File: src/rtl/control_pkg.sv
// Shared encodings for the multi-cycle control unit: FSM states, opcodes and datapath selects.
package control_pkg;

  typedef enum logic [2:0] {
    FETCH,
    DECODE,
    EXECUTE,
    MEMORY,
    WRITEBACK,
    FAULT
  } state_t;

  localparam logic [6:0] OpcOpImm  = 7'b0010011;
  localparam logic [6:0] OpcOp     = 7'b0110011;
  localparam logic [6:0] OpcLoad   = 7'b0000011;
  localparam logic [6:0] OpcStore  = 7'b0100011;
  localparam logic [6:0] OpcBranch = 7'b1100011;
  localparam logic [6:0] OpcJal    = 7'b1101111;

  localparam logic [2:0] AluAdd = 3'b000;
  localparam logic [2:0] AluSub = 3'b001;
  localparam logic [2:0] AluAnd = 3'b010;
  localparam logic [2:0] AluOr  = 3'b011;
  localparam logic [2:0] AluXor = 3'b100;
  localparam logic [2:0] AluSlt = 3'b101;

  localparam logic [1:0] ImmI = 2'b00;
  localparam logic [1:0] ImmS = 2'b01;
  localparam logic [1:0] ImmB = 2'b10;
  localparam logic [1:0] ImmJ = 2'b11;

  localparam logic [1:0] ResAlu = 2'b00;
  localparam logic [1:0] ResMem = 2'b01;
  localparam logic [1:0] ResPc4 = 2'b10;

  // funct7[5] selects SUB only for register-register ops.
  function automatic logic [2:0] alu_decode(input logic [2:0] funct3, input logic is_op,
                                            input logic funct7_b5);
    logic [2:0] op;
    op = AluAdd;
    case (funct3)
      3'b000:  op = (is_op && funct7_b5) ? AluSub : AluAdd;
      3'b111:  op = AluAnd;
      3'b110:  op = AluOr;
      3'b100:  op = AluXor;
      3'b010:  op = AluSlt;
      default: op = AluAdd;
    endcase
    return op;
  endfunction

  function automatic logic is_legal(input logic [6:0] opcode, input logic [2:0] funct3);
    logic ok;
    ok = 1'b0;
    case (opcode)
      OpcOp, OpcOpImm: ok = (funct3 inside {3'b000, 3'b010, 3'b100, 3'b110, 3'b111});
      OpcLoad, OpcStore, OpcJal: ok = 1'b1;
      OpcBranch: ok = (funct3 == 3'b000) || (funct3 == 3'b001);
      default: ok = 1'b0;
    endcase
    return ok;
  endfunction

endpackage

File: src/rtl/wait_timer.sv
// Counts memory wait cycles; expired flags the wait cycle that reaches MEM_TIMEOUT.
module wait_timer #(
  parameter int unsigned MEM_TIMEOUT = 16
) (
  input  logic clk,
  input  logic rst,
  input  logic clear,
  input  logic count,
  output logic expired
);

  localparam int unsigned CntW = (MEM_TIMEOUT > 0) ? $clog2(MEM_TIMEOUT + 1) : 1;
  localparam logic [CntW-1:0] CntMax  = CntW'(MEM_TIMEOUT);
  localparam logic [CntW-1:0] CntLast = CntW'(MEM_TIMEOUT - 1);

  logic [CntW-1:0] cnt_q;

  always_ff @(posedge clk or posedge rst) begin
    if (rst) begin
      cnt_q <= '0;
    end else if (clear) begin
      cnt_q <= '0;
    end else if (count && (cnt_q != CntMax)) begin
      cnt_q <= cnt_q + 1'b1;
    end
  end

  // Fires during the MEM_TIMEOUT-th consecutive wait so the FSM leaves on that edge.
  assign expired = (MEM_TIMEOUT != 0) && count && (cnt_q == CntLast);

endmodule

File: src/rtl/multicycle_control.sv
// Multi-cycle FSM sequencing fetch/decode/execute/memory/writeback, with sticky fault on
// illegal opcodes or memory timeouts.
module multicycle_control
  import control_pkg::*;
#(
  parameter int unsigned ADDRESS_WIDTH  = 32,
  parameter int unsigned ALU_CTRL_WIDTH = 3,
  parameter int unsigned MEM_TIMEOUT    = 16
) (
  input  logic                      clk,
  input  logic                      rst,
  input  logic [ADDRESS_WIDTH-1:0]  instr,
  input  logic                      zero,
  input  logic                      mem_ready,
  output logic                      mem_req,
  output logic                      MemWrite,
  output logic                      IRWrite,
  output logic                      PCWrite,
  output logic                      PCsrc,
  output logic                      RegWrite,
  output logic                      ALUsrc,
  output logic [ALU_CTRL_WIDTH-1:0] ALUctrl,
  output logic [1:0]                ImmSrc,
  output logic [1:0]                ResultSrc,
  output logic                      retire,
  output logic                      fault
);

  state_t     state_q, state_d;
  logic       waiting, expired;
  logic [2:0] alu_op;

  logic [6:0] opcode;
  logic [2:0] funct3;
  logic       funct7_b5;
  logic       is_op, is_arith, is_store;

  assign opcode    = instr[6:0];
  assign funct3    = instr[14:12];
  assign funct7_b5 = instr[30];
  assign is_op     = (opcode == OpcOp);
  assign is_arith  = is_op || (opcode == OpcOpImm);
  assign is_store  = (opcode == OpcStore);

  logic unused_instr;
  assign unused_instr = ^{instr[ADDRESS_WIDTH-1:31], instr[29:15], instr[11:7]};

  always_ff @(posedge clk or posedge rst) begin
    if (rst) state_q <= FETCH;
    else     state_q <= state_d;
  end

  wait_timer #(
    .MEM_TIMEOUT(MEM_TIMEOUT)
  ) u_wait_timer (
    .clk    (clk),
    .rst    (rst),
    .clear  (state_d != state_q),
    .count  (waiting),
    .expired(expired)
  );

  always_comb begin
    state_d   = state_q;
    waiting   = 1'b0;
    mem_req   = 1'b0;
    MemWrite  = 1'b0;
    IRWrite   = 1'b0;
    PCWrite   = 1'b0;
    PCsrc     = 1'b0;
    RegWrite  = 1'b0;
    ALUsrc    = 1'b0;
    alu_op    = AluAdd;
    ImmSrc    = ImmI;
    ResultSrc = ResAlu;
    retire    = 1'b0;
    fault     = 1'b0;

    unique case (state_q)
      FETCH: begin
        mem_req = 1'b1;
        if (mem_ready) begin
          IRWrite = 1'b1;
          PCWrite = 1'b1;
          state_d = DECODE;
        end else begin
          waiting = 1'b1;
          if (expired) state_d = FAULT;
        end
      end
      DECODE: state_d = is_legal(opcode, funct3) ? EXECUTE : FAULT;
      EXECUTE: begin
        case (opcode)
          OpcOp, OpcOpImm: begin
            ALUsrc  = !is_op;
            alu_op  = alu_decode(funct3, is_op, funct7_b5);
            state_d = WRITEBACK;
          end
          OpcLoad, OpcStore: begin
            ALUsrc  = 1'b1;
            ImmSrc  = is_store ? ImmS : ImmI;
            state_d = MEMORY;
          end
          OpcBranch: begin
            alu_op  = AluSub;
            ImmSrc  = ImmB;
            PCsrc   = 1'b1;
            PCWrite = funct3[0] ? !zero : zero;
            retire  = 1'b1;
            state_d = FETCH;
          end
          OpcJal: begin
            PCWrite = 1'b1;
            PCsrc   = 1'b1;
            ImmSrc  = ImmJ;
            state_d = WRITEBACK;
          end
          default: state_d = FAULT;
        endcase
      end
      MEMORY: begin
        mem_req  = 1'b1;
        MemWrite = is_store;
        ALUsrc   = 1'b1;
        ImmSrc   = is_store ? ImmS : ImmI;
        if (mem_ready) begin
          retire  = is_store;
          state_d = is_store ? FETCH : WRITEBACK;
        end else begin
          waiting = 1'b1;
          if (expired) state_d = FAULT;
        end
      end
      WRITEBACK: begin
        RegWrite = 1'b1;
        retire   = 1'b1;
        state_d  = FETCH;
        if (is_arith) begin
          ALUsrc = !is_op;
          alu_op = alu_decode(funct3, is_op, funct7_b5);
        end
        if (opcode == OpcLoad)     ResultSrc = ResMem;
        else if (opcode == OpcJal) ResultSrc = ResPc4;
      end
      FAULT: fault = 1'b1;
      default: state_d = FAULT;
    endcase

    // Reset holds the state at FETCH, so every output must be masked directly.
    if (rst) begin
      mem_req   = 1'b0;
      MemWrite  = 1'b0;
      IRWrite   = 1'b0;
      PCWrite   = 1'b0;
      PCsrc     = 1'b0;
      RegWrite  = 1'b0;
      ALUsrc    = 1'b0;
      alu_op    = AluAdd;
      ImmSrc    = ImmI;
      ResultSrc = ResAlu;
      retire    = 1'b0;
      fault     = 1'b0;
    end
  end

  assign ALUctrl = ALU_CTRL_WIDTH'(alu_op);

endmodule
File: config.mk
export PLATFORM = sky130hd
export DESIGN_NAME = multicycle_control
export DESIGN_NICKNAME = d
export VERILOG_FILES = /design/src/rtl/control_pkg.sv /design/src/rtl/wait_timer.sv /design/src/rtl/multicycle_control.sv
export SDC_FILE = /design/constraint.sdc
export NUM_CORES = 1
export LEC_CHECK = 0
export ABC_AREA = 1
export CORE_AREA = 2 2 52 54
export DETAILED_ROUTE_END_ITERATION = 8
export DIE_AREA = 0 0 54 56
export GPL_TIMING_DRIVEN = 0
export PLACE_DENSITY = 0.83
export SKIP_CTS_REPAIR_TIMING = 1
export SYNTH_ARGS = -nofsm -noshare
export SYNTH_HDL_FRONTEND = slang
export SYNTH_HIERARCHICAL = 1
export SYNTH_SLANG_ARGS = --single-unit
File: constraint.sdc
create_clock -name clk -period 5.15 [get_ports clk]
set_input_delay 1.03 -clock clk [delete_from_list [all_inputs] [get_ports clk]]
set_output_delay 1.03 -clock clk [all_outputs]
set_load 0.05 [all_outputs]
* Yosys cells after proc, flatten, opt, wreduce, memory -nomap -nowiden
Cells that the tools add are included.
** Word-level totals
- Bits in registers :: 8
- Input bits :: 36
- Output and inout bits :: 16
- Word-level logic and storage cells :: 92
** Cells by class
- Add/sub/neg operators :: 1
- Equal/unequal tests :: 19
- Mux-type cells :: 53
- Reductions and logical operators :: 17
** Operators by type and width (count)
- 1-bit two-way mux :: 26
- 3-bit two-way mux :: 7
- 3-bit case mux with 6 select lines :: 1
- 3-bit equality test (second input constant) :: 5
- 3-bit case mux with 5 select lines :: 1
- 7-bit by 6-bit equality test with 1-bit output (second input constant) :: 2
- 7-bit equality test (second input constant) :: 2
- 3-bit case mux with 2 select lines :: 2
- 2-bit two-way mux :: 5
- 5-bit two-way mux :: 2
- 3-bit by 2-bit equality test with 1-bit output (second input constant) :: 3
- 1-bit case mux with 3 select lines :: 3
- 3-bit case mux with 3 select lines :: 1
- 2-bit OR reduction :: 4
- 7-bit by 2-bit equality test with 1-bit output (second input constant) :: 1
- 7-bit by 5-bit equality test with 1-bit output (second input constant) :: 1
- 3-bit by 1-bit equality test with 1-bit output (second input constant) :: 2
- 3-bit zero test :: 2
- 1-bit case mux with 2 select lines :: 3
- 2-bit case mux with 3 select lines :: 1
- 3-bit OR reduction :: 2
- 5-bit by 1-bit adder with 5-bit output (second input constant) :: 1
- 5-bit by 4-bit equality test with 1-bit output (second input constant) :: 1
- 5-bit != test (second input constant) :: 1
- other kinds (7) :: 11

* Longest topological paths before layout
- Word-level depth :: 9
- Gate-level depth with buffers :: 22
- Mapped depth without buffers :: 22

* Hierarchy
The synthesis kept the hierarchy.
** By module, submodules not included
- multicycle_control :: times used 1, cells each 127, area an instance 681.9 sq um
- wait_timer :: times used 1, cells each 44, area an instance 340.3 sq um

* Least setup slack after synthesis
No wires, ideal clock.
- Path kind :: input to output
- Start :: in instr[1]
- End :: out ImmSrc[1]
- Arrival :: 2.629 ns
- Setup slack :: 1.491 ns
- Stages :: 4
- Cell sequence :: nand2_1 nor2_1 nand2_4 a211oi_1
** Between the ends
- Cells in the longest elaborated chain, start to end :: 5
** RTL lines
- start: declaration :: line multicycle_control.sv:12 : input logic [ADDRESS_WIDTH-1:0] instr,
- 7-bit by 6-bit equality test with 1-bit output / 7-bit by 2-bit equality test with 1-bit output (equally long branches) :: line multicycle_control.sv:93 : case (opcode)
- 2-bit OR reduction :: line multicycle_control.sv:93
- 2-bit case mux with 3 select lines * :: line multicycle_control.sv:93
- 2-bit case mux with 2 select lines * :: line multicycle_control.sv:79 : unique case (state_q)
- 2-bit two-way mux * :: line multicycle_control.sv:150 : if (rst) begin
- end: declaration :: line multicycle_control.sv:23 : output logic [1:0] ImmSrc,
Every way passes the cells marked *; elsewhere a longest branch is shown, timed or not.

* Final worst setup path
- Start :: in instr[1]
- End :: out PCWrite
** Between the ends
- Cells in the longest elaborated chain, start to end :: 4
** RTL lines
- 7-bit equality test :: line multicycle_control.sv:93
- 1-bit case mux with 2 select lines * :: line multicycle_control.sv:93
- 1-bit case mux with 2 select lines * :: line multicycle_control.sv:79
- 1-bit two-way mux * :: line multicycle_control.sv:150
- end: declaration :: line multicycle_control.sv:18 : output logic PCWrite,
Marked as above.

==> results_dict.tcl <==
set metrics [dict create \
    ys_top_cells_by_area "dfrtp_1 (20%), nand2_1 (14%), nor2_1 (9.5%)" \
    fin_util_pct 56.8 \
    viasPerCell 5.06 \
    ys_types 29 \
    leakage_nw 0.619 \
    yosysMostFrequentCell "nand2_1" \
    synth_fp_nets 210 \
    start_kind "input port" \
    synth_common_cells "nand2_1 (37), nor2_1 (26), inv_1 (18), nand3_1 (18), inv_2 (9)" \
    maxCapViolCount 0 \
    tightest_slew_ns 0.513 \
    rows 18 \
    drt-initial-drc-count 40 \
    cp-end-kind "output pin" \
    vias 1185 \
    peakVddDrop_v 0.0000633 \
    totalWireLength_mm 2.56 \
    dp_cells 231 \
    final_max_slew_viol_count 0 \
    area_delta_synth_final_pct 35.3 \
    antenna_found_initial 0 \
    tns_ns 0 \
    cts_sinks 8 \
    dp_hpwl_mm 2.14 \
    status "complete, no violations" \
    tritoncts "yes" \
    startpoint "instr[1]" \
    max_freq_ghz 0.232 \
    drive_gt1_share_pct 14.7 \
    rsz0062_at_grt "false" \
    synth_area_mm2 0.00102 \
    syn_inst 171 \
    arrival_ns 3.27 \
    synth_ff_type "dfrtp_1" \
    insertion_delay_ns 0.25 \
    cp.required_ns 4.12 \
    synth-seq-area-share_pct 19.6 \
    chipWidth_um 54 \
    first_pass_iters 4 \
    diodes 0 \
    core_area_mm2 0.00243 \
    ant_nets 0 \
    yosysTopAreaCellShare_pct 19.6 \
    critPathKind "input port to output pin" \
    synth_edf_count 0 \
    yosysWarnings 6 \
    yosys.area.top_type "dfrtp_1" \
    place.gp.congestion 0.858 \
    htreeDepth 1 \
    final_cells 234 \
    ioPinCount 52 \
    period_share_pct 83.6 \
    finalPower_mw 0.138 \
    maxSlewHeadroom_pct 65.7 \
    min_from "u_wait_timer/cnt_q[1]" \
    ys_ff_latch 8 \
    cts_buffers 3 \
    finalHoldViolations 0 \
    overflow 0 \
    grt_max_degree 11 \
    first_global_vias 1045 \
    initial_core_util_pct 42.0 \
    grt_pass1_wl_mm 4.29 \
    fin_nets 245 \
    synthArstFlopShare_pct 100 \
    wl_per_cell_um 10.9 \
    skew_ns 0.00415 \
    clockBufferDepth 2 \
    min_period_ns 4.30 \
    syn_avg_cell_area_um2 5.98 \
    power.density_mw_per_mm2 99.6 \
    cts_root_buffer "clkbuf_4" \
    worstHoldPathType "flop to flop" \
    r2r_start "state_q[1]" \
    portBuffers 30 \
    clk_pin_slew_worst_paths_ns 0.05 \
    grtUsageTotal_pct 18.3 \
    dieArea_mm2 0.00302 \
    finalSetupViolations 0 \
    cp_max_fo 7 \
    die_y_um 56 \
    drcViolationCount 0 \
]
-- per-stage QoR --
step                setup WS [ns]  hold slack, ns  area [um^2]
global route                0.653           0.639         1380
global placement            0.856           0.557         1360
finish                      0.845           0.580         1380
CTS                         0.854           0.588         1380
floorplan                    1.49           0.516         1020
detailed placement          0.850           0.579         1360
-- report_power, final --
group	internal, mW	switching (mW)
Clock	0.0265	0.0183
Combinational	0.0139	0.0160
Sequential	0.0630	0
Total	0.103	0.0343
-- sequential cells by signal (all words and copies together) (netlist names) --
| signal | flops |
|---|---|
| state_q | 3 |
| u_wait_timer/cnt_q | 5 |
-- cells in the final DEF (no fill, tap or decap), types with 3 or more instances in the layout --
master	count
a21oi_1	5
clkbuf_4	3
clkdlybuf4s50_1	30
dfrtp_1	8
ha_1	3
inv_1	18
inv_2	9
nand2_1	37
nand2_2	4
nand3_1	18
nand4_1	5
nor2_1	26
nor2_2	5
nor2_4	3
nor3_1	6
o21ai_0	5
-- cell type report --
type,count,area (um^2)
multi-input cells,134,712
well taps,30,37.5
plain buffers,1,3.75
repair buffers,30,300
clock buffers,3,22.5
fillers,227,1050
flip-flops and latches,8,200
inverters,28,106
-- cells by family (layout without fill, tap and decap cells) --
logic type | count (synthesis) | count (layout) | share of synthesized area (%)
fa+ha+maj | 3 | 3 | 3.67
simple gates | 113 | 113 | 55.4
xor+xnor | 2 | 2 | 1.71
flops | 8 | 8 | 19.6
compound gates | 16 | 16 | 8.81
buf+inv | 29 | 62 | 10.8
-- worst max-delay path, stage by stage --
cell             delay, ns
clkdlybuf4s50_1       0.45
nand2_1               0.11
nor2_4                0.24
nand2_1               0.15
nor2_1                0.18
inv_2                 0.06
o21ai_1               0.11
nor2_1                0.05
nor2_1                0.08
clkdlybuf4s50_1       0.82
-- per-layer routing --
layer / vias to the layer above / track usage, % / share of wire [%]
li1: 620 / - / -
met1: 515 / 27.3 / 46
met2: 48 / 26.8 / 46
met3: 2 / 2.15 / 7.3
met4: 0 / 5.71 / 0.63
met5: - / 0 / 0
-- worst paths after layout --
| kind | endpoint | slack (ns) | cells past startpoint |
|---|---|---|---|
| max | PCWrite | 0.85 | 10 |
| min | u_wait_timer/cnt_q[1] | 0.58 | 2 |
| max reg2reg | u_wait_timer/cnt_q[0] | 2.78 | 21 |
| min reg2reg | u_wait_timer/cnt_q[1] | 0.58 | 2 |
| max in group asynchronous | state_q[1] | 3.57 | 3 |
| min in group asynchronous | u_wait_timer/cnt_q[4] | 1.16 | 2 |
(Power assumes the default switching activity.)
